**config.mk**
```make
export PLATFORM = sky130hd
export DESIGN_NAME = piso_shift_reg_flat
export DESIGN_NICKNAME = d
export VERILOG_FILES = /design/src/rtl/piso_shift_reg_if.sv /design/src/rtl/piso_shift_reg.sv /design/src/flat_wrapper.sv
export SDC_FILE = /design/constraint.sdc
export NUM_CORES = 1
export LEC_CHECK = 0
export ABC_AREA = 0
export ABC_CLOCK_PERIOD_IN_PS = 1370
export CAP_MARGIN = 40
export CORE_AREA = 3 3 40 42
export DETAILED_ROUTE_END_ITERATION = 8
export DIE_AREA = 0 0 43 45
export GPL_ROUTABILITY_DRIVEN = 0
export GPL_TIMING_DRIVEN = 1
export PLACE_DENSITY = 0.67
export SKIP_LAST_GASP = 1
export SYNTH_ARGS = -nofsm -noshare
export SYNTH_HDL_FRONTEND = slang
export SYNTH_SLANG_ARGS = --single-unit
```
**constraint.sdc**
```tcl
create_clock -name C -period 1.37 [get_ports C]
set_input_delay 0.2055 -clock C [delete_from_list [all_inputs] [get_ports C]]
set_output_delay 0.2055 -clock C [all_outputs]
set_load 0.005 [all_outputs]
```
**src/rtl/piso_shift_reg_if.sv**
```systemverilog
// Word/serial handshake bundle for the PISO shift register.
// Controller side is the master; the shift register is the slave.
interface piso_shift_reg_if #(
    parameter int WIDTH = 4
);
    localparam int CW = (WIDTH > 1) ? $clog2(WIDTH) : 1;

    logic [WIDTH-1:0] P;
    logic             LD;
    logic             EN;
    logic             Q;
    logic             BUSY;
    logic             DONE;
    logic [CW-1:0]    CNT;

    modport master (
        output P, LD, EN,
        input  Q, BUSY, DONE, CNT
    );

    modport slave (
        input  P, LD, EN,
        output Q, BUSY, DONE, CNT
    );
endinterface

```
**src/rtl/piso_shift_reg.sv**
```systemverilog
// Parallel-in serial-out shift register: captures a word on LD and shifts it
// out MSB-first, one bit per enabled clock, with BUSY/DONE pacing.
module piso_shift_reg #(
    parameter int WIDTH = 4
) (
    input logic            C,
    input logic            R,
    piso_shift_reg_if.slave bus
);
    localparam int CW = (WIDTH > 1) ? $clog2(WIDTH) : 1;

    typedef enum logic [1:0] {
        IDLE  = 2'd0,
        SHIFT = 2'd1,
        FIN   = 2'd2
    } state_t;

    state_t           state_r;
    logic [WIDTH-1:0] sreg_r;
    logic [CW-1:0]    cnt_r;
    logic             busy_r;
    logic             done_r;

    // Word sequencer: load, shift with stall, one-cycle FIN for back-to-back pacing.
    always_ff @(posedge C or posedge R) begin
        if (R) begin
            state_r <= IDLE;
            sreg_r  <= {WIDTH{1'b0}};
            cnt_r   <= {CW{1'b0}};
            busy_r  <= 1'b0;
            done_r  <= 1'b0;
        end else begin
            case (state_r)
                IDLE: begin
                    if (bus.LD) begin
                        state_r <= SHIFT;
                        sreg_r  <= bus.P;
                        cnt_r   <= CW'(WIDTH - 1);
                        busy_r  <= 1'b1;
                        done_r  <= 1'b0;
                    end else begin
                        state_r <= IDLE;
                    end
                end
                SHIFT: begin
                    if (bus.EN) begin
                        if (cnt_r != {CW{1'b0}}) begin
                            sreg_r <= sreg_r << 1;
                            cnt_r  <= cnt_r - CW'(1);
                        end else begin
                            // Last bit has had its cycle; clear so Q idles low in FIN.
                            sreg_r  <= {WIDTH{1'b0}};
                            busy_r  <= 1'b0;
                            done_r  <= 1'b1;
                            state_r <= FIN;
                        end
                    end else begin
                        state_r <= SHIFT;
                    end
                end
                FIN: begin
                    done_r <= 1'b0;
                    if (bus.LD) begin
                        state_r <= SHIFT;
                        sreg_r  <= bus.P;
                        cnt_r   <= CW'(WIDTH - 1);
                        busy_r  <= 1'b1;
                    end else begin
                        state_r <= IDLE;
                    end
                end
                default: begin
                    state_r <= IDLE;
                    sreg_r  <= {WIDTH{1'b0}};
                    cnt_r   <= {CW{1'b0}};
                    busy_r  <= 1'b0;
                    done_r  <= 1'b0;
                end
            endcase
        end
    end

    assign bus.Q    = sreg_r[WIDTH-1];
    assign bus.CNT  = cnt_r;
    assign bus.BUSY = busy_r;
    assign bus.DONE = done_r;
endmodule

```
**src/flat_wrapper.sv**
```systemverilog
// flat-port wrapper written by rule: the top's interface ports become plain ports
module piso_shift_reg_flat 
#(
    parameter int WIDTH = 4
)
  (C, R, bus_P, bus_LD, bus_EN, bus_Q, bus_BUSY, bus_DONE, bus_CNT);
  piso_shift_reg_if #(.WIDTH(WIDTH)) bus_i ();
  input logic C;
  input logic R;
  input wire logic [$bits(bus_i.P)-1:0] bus_P;
  input wire logic [$bits(bus_i.LD)-1:0] bus_LD;
  input wire logic [$bits(bus_i.EN)-1:0] bus_EN;
  output wire logic [$bits(bus_i.Q)-1:0] bus_Q;
  output wire logic [$bits(bus_i.BUSY)-1:0] bus_BUSY;
  output wire logic [$bits(bus_i.DONE)-1:0] bus_DONE;
  output wire logic [$bits(bus_i.CNT)-1:0] bus_CNT;
  assign bus_i.P = bus_P;
  assign bus_i.LD = bus_LD;
  assign bus_i.EN = bus_EN;
  assign bus_Q = bus_i.Q;
  assign bus_BUSY = bus_i.BUSY;
  assign bus_DONE = bus_i.DONE;
  assign bus_CNT = bus_i.CNT;
  piso_shift_reg #(.WIDTH(WIDTH)) u_core (.C(C), .R(R), .bus(bus_i));
endmodule
```
==> summary.md <==
| Metric | Value |
|---|---|
| Run status | finished clean |
| Maximum number of pins on one net before global-route repair | 11 |
| Count of port buffers added during placement | 12 |
| Global-route wire length before repair | approximately 1.8 mm |
| Via Count | 415 |
| Detailed placer's ending HPWL | ~820 um |
| Hold Fails Final Rpt | 0 |
| Number of register bits inferred by synthesis | 10 |
| Number of top-level pins | 13 |
| Yosys warning total | 0 |
| Reg2Reg Launch Point | u_core.bus.CNT[0] |
| Number of H-tree levels | 1 |
| CTS buffer count | 3 |
| Overall routing resource usage | 13.26% |
| Final-report setup violation count | 0 |
| Largest fanout on the critical path | 2 |
| Number of standard-cell rows in the floorplan | 13 |
| Antenna Violating Nets Remaining | 0 |
| Number of maximum-capacitance violations | 0 |
| Leakage power total | approximately 0.00036 uW |
| Initial core utilization | between 30% and 40% |
| Area growth from synthesis to layout | 50.62% |
| Final Total Pwr | around 1600 uW |
| Number of synthesized flops with an enable pin | 0 |
| DRT Wirelength | approximately 1.1 mm |
| Unrepaired setup endpoints after global routing | false |
| Internal reg-to-reg setup slack | 0.09 ns |
| Fraction of the yosys area taken by sequential cells | about 50% |
| Worst hold path type | in -> async |
| Clock slew at the register clock pins of the worst setup and hold paths | approximately 0.070 ns |
| Total power density per cell area | ~2100 nW/um2 |
| Post-synth cell types | 22 |
| Final #Nets | roughly 80 |
| Launching instance or port of the critical path | u_core.sreg_r[3] |
| Root cell of the clock tree | clkbuf_4 |
| Signal arrival time at the worst endpoint | 1.11 ns |
| Cell count along the critical path | 1 |
| Maximum vdd drop | 1.291 mV |
| Max clock buf depth | 2 |
| Iteration-0 DRC count of the detailed router | 4 |
| Core Area | about 1300 um2 |
| Depth of the worst register-to-register path | 5 |
| Most frequently used flop master after synthesis | dfrtp_1 |
| Endpoint of the most critical register-to-register path | u_core.sreg_r[1] |
| Detailed-route vias per instance | ~5 |
| Crit end category | output port |
| Post-synth net total | 53 |
| Critical path destination | bus_Q |
| Sort of element at the start of the critical path | flop |
| Highest-delay cell along the critical path | clkdlybuf4s50_1 |
| Headroom to the max-slew limit | between 70% and 80% |
| Post-Syn Area | 504.2 um2 |
| Critical setup path kind | reg -> out |
| Required time of the worst setup path | around 1.2 ns |
| Die Y | between 40 and 50 um |
| Crit path buffers/inverters | 1 |
| Width of the chip | 43 um |
| Transition at the pin with the smallest max-transition slack | approximately 0.39 ns |
| Final-report max-slew violation count | 0 |
| Fraction of final layout cells with drive strength greater than 1 | about 32% |
| Vias in the first global route | 415 |
| Router iterations before antenna repair | 2 |
| Worst path cell trace | clkdlybuf4s50_1 |
| Total die area | approximately 1900 um2 |
| TritonCTS clock tree | yes |
| Biggest cell delay along the critical path | around 0.49 ns |
| Number of diodes added for antenna fixing | 0 |
| Initial antenna violation count | 0 |
| Worst skew pair latency | 0.27 ns |
| Peak Freq | 0.7630 GHz |
| Gr ovfl total | 0 |
| Avg WL per Cell | around 13 um |
| Fin crit share | around 96% |
| Setup clock skew after layout | about 0.0064 ns |
| Dominant delay contributor by cell family on the critical path | buffers and inverters |
| Sink Count | 10 |
| Final worst hold slack | 0.2152 ns |
| Clock period minus final worst setup slack | 1.311 ns |
| Post-Synthesis Cells | 43 |
| DRC | 0 |
| Avg Inst Size Synth | 11.73 um2 |
| Async set-or-reset flop fraction in the synthesized netlist | 100.0% |
## routing by layer
| metal | vias up | track usage, % | part of all wire, % |
|---|---|---|---|
| met2 | 9 | 19.46 | 47 |
| li1 | 206 | - | - |
| met5 | - | 0 | 0 |
| met3 | 2 | 7.570 | 6.4 |
| met4 | 0 | 3.614 | 0.85 |
| met1 | 198 | 16.83 | 45 |
## final cells by class
cell class	count	area, um2
Inverter	4	15.01
Sequential cell	10	250.2
Timing Repair Buffer	21	187.7
Multi-Input combinational cell	29	251.5
Clock buffer	4	36.28
Fill cell	112	525.5
Tap cell	15	18.77
## power by group
group | switching (uW) | internal [uW] | leakage (uW)
logic | 315 | 495 | 0.000219
clock network | 102 | 161 | 0.0000210
registers | 78.7 | 420 | 0.000121
total | 497 | 1080 | 0.000361
## Yosys cell counts (2+ instances only)
master	n	area, um2
a22o_1	4	35.03
o21ai_0	3	15.01
ha_1	2	25.02
dfrtp_1	10	250.2
nor2_1	2	7.510
inv_1	4	15.01
mux2_2	3	33.78
## how the worst min path moves through the flow
stage / startpoint / to / slack [ns] / depth (start not counted)
6_report: R / u_core.sreg_r[2] / 0.22 / 2
5_1_grt: R / u_core.sreg_r[3] / 0.25 / 2
4_1_cts: R / u_core.sreg_r[3] / 0.23 / 2
3_5_place_dp: u_core.bus.BUSY / u_core.bus.BUSY / 0.49 / 1
3_3_place_gp: u_core.bus.BUSY / u_core.bus.BUSY / 0.48 / 1
2_1_floorplan: R / u_core.bus.BUSY / 0.05 / 1
## through the flow
stage / cell area [um2] / std cells / TNS, ns / setup WS, ns / utilization, %
floorplan: 504.2 / 43 / 0 / 0.06725 / -
CTS: 737.0 / 82 / 0 / 0.01942 / 57.35
finish: 759.5 / 83 / 0 / 0.05935 / 59.10
global placement: 703.2 / 78 / -0.1724 / -0.08936 / 54.72
global route: 759.5 / 83 / 0 / 0.0006707 / 59.10
detailed placement: 703.2 / 78 / -0.2661 / -0.08749 / 54.72
## registers in the layout (all words and copies together), names as in the netlist
register / flops
u_core.sreg_r: 4
u_core.bus.CNT: 2
u_core.state_r: 2
u_core.bus.BUSY: 1
u_core.bus.DONE: 1
## cells in the final DEF, fill, tap and decap left out, types with 2 or more instances in the layout
cell type / netlist / routed
dfrtp_1: 10 / 10
clkdlybuf4s50_1: 0 / 9
buf_4: 0 / 9
a22o_1: 4 / 4
inv_1: 4 / 4
o21ai_0: 3 / 3
mux2_2: 3 / 3
clkbuf_4: 0 / 3
nor2_1: 2 / 2
dlygate4sd2_1: 0 / 2
## cell families after synthesis
family | count (synthesis) | synth area share, %
compound gates | 14 | 22.08
buf+inv | 4 | 2.977
mux | 3 | 6.699
flops | 10 | 49.63
fa+ha+maj | 2 | 4.962
simple gates | 10 | 13.65
## repair_timing
| item | 4_1_cts | 5_1_grt |
|---|---|---|
| setup endpoints to repair | 2 | 7 |
| hold buffers | 0 | 0 |
| cloned | 0 | 0 |
| resized for setup | 2 | 3 |
| setup buffers | 0 | 1 |
Power figures use the tool's default switching activity.
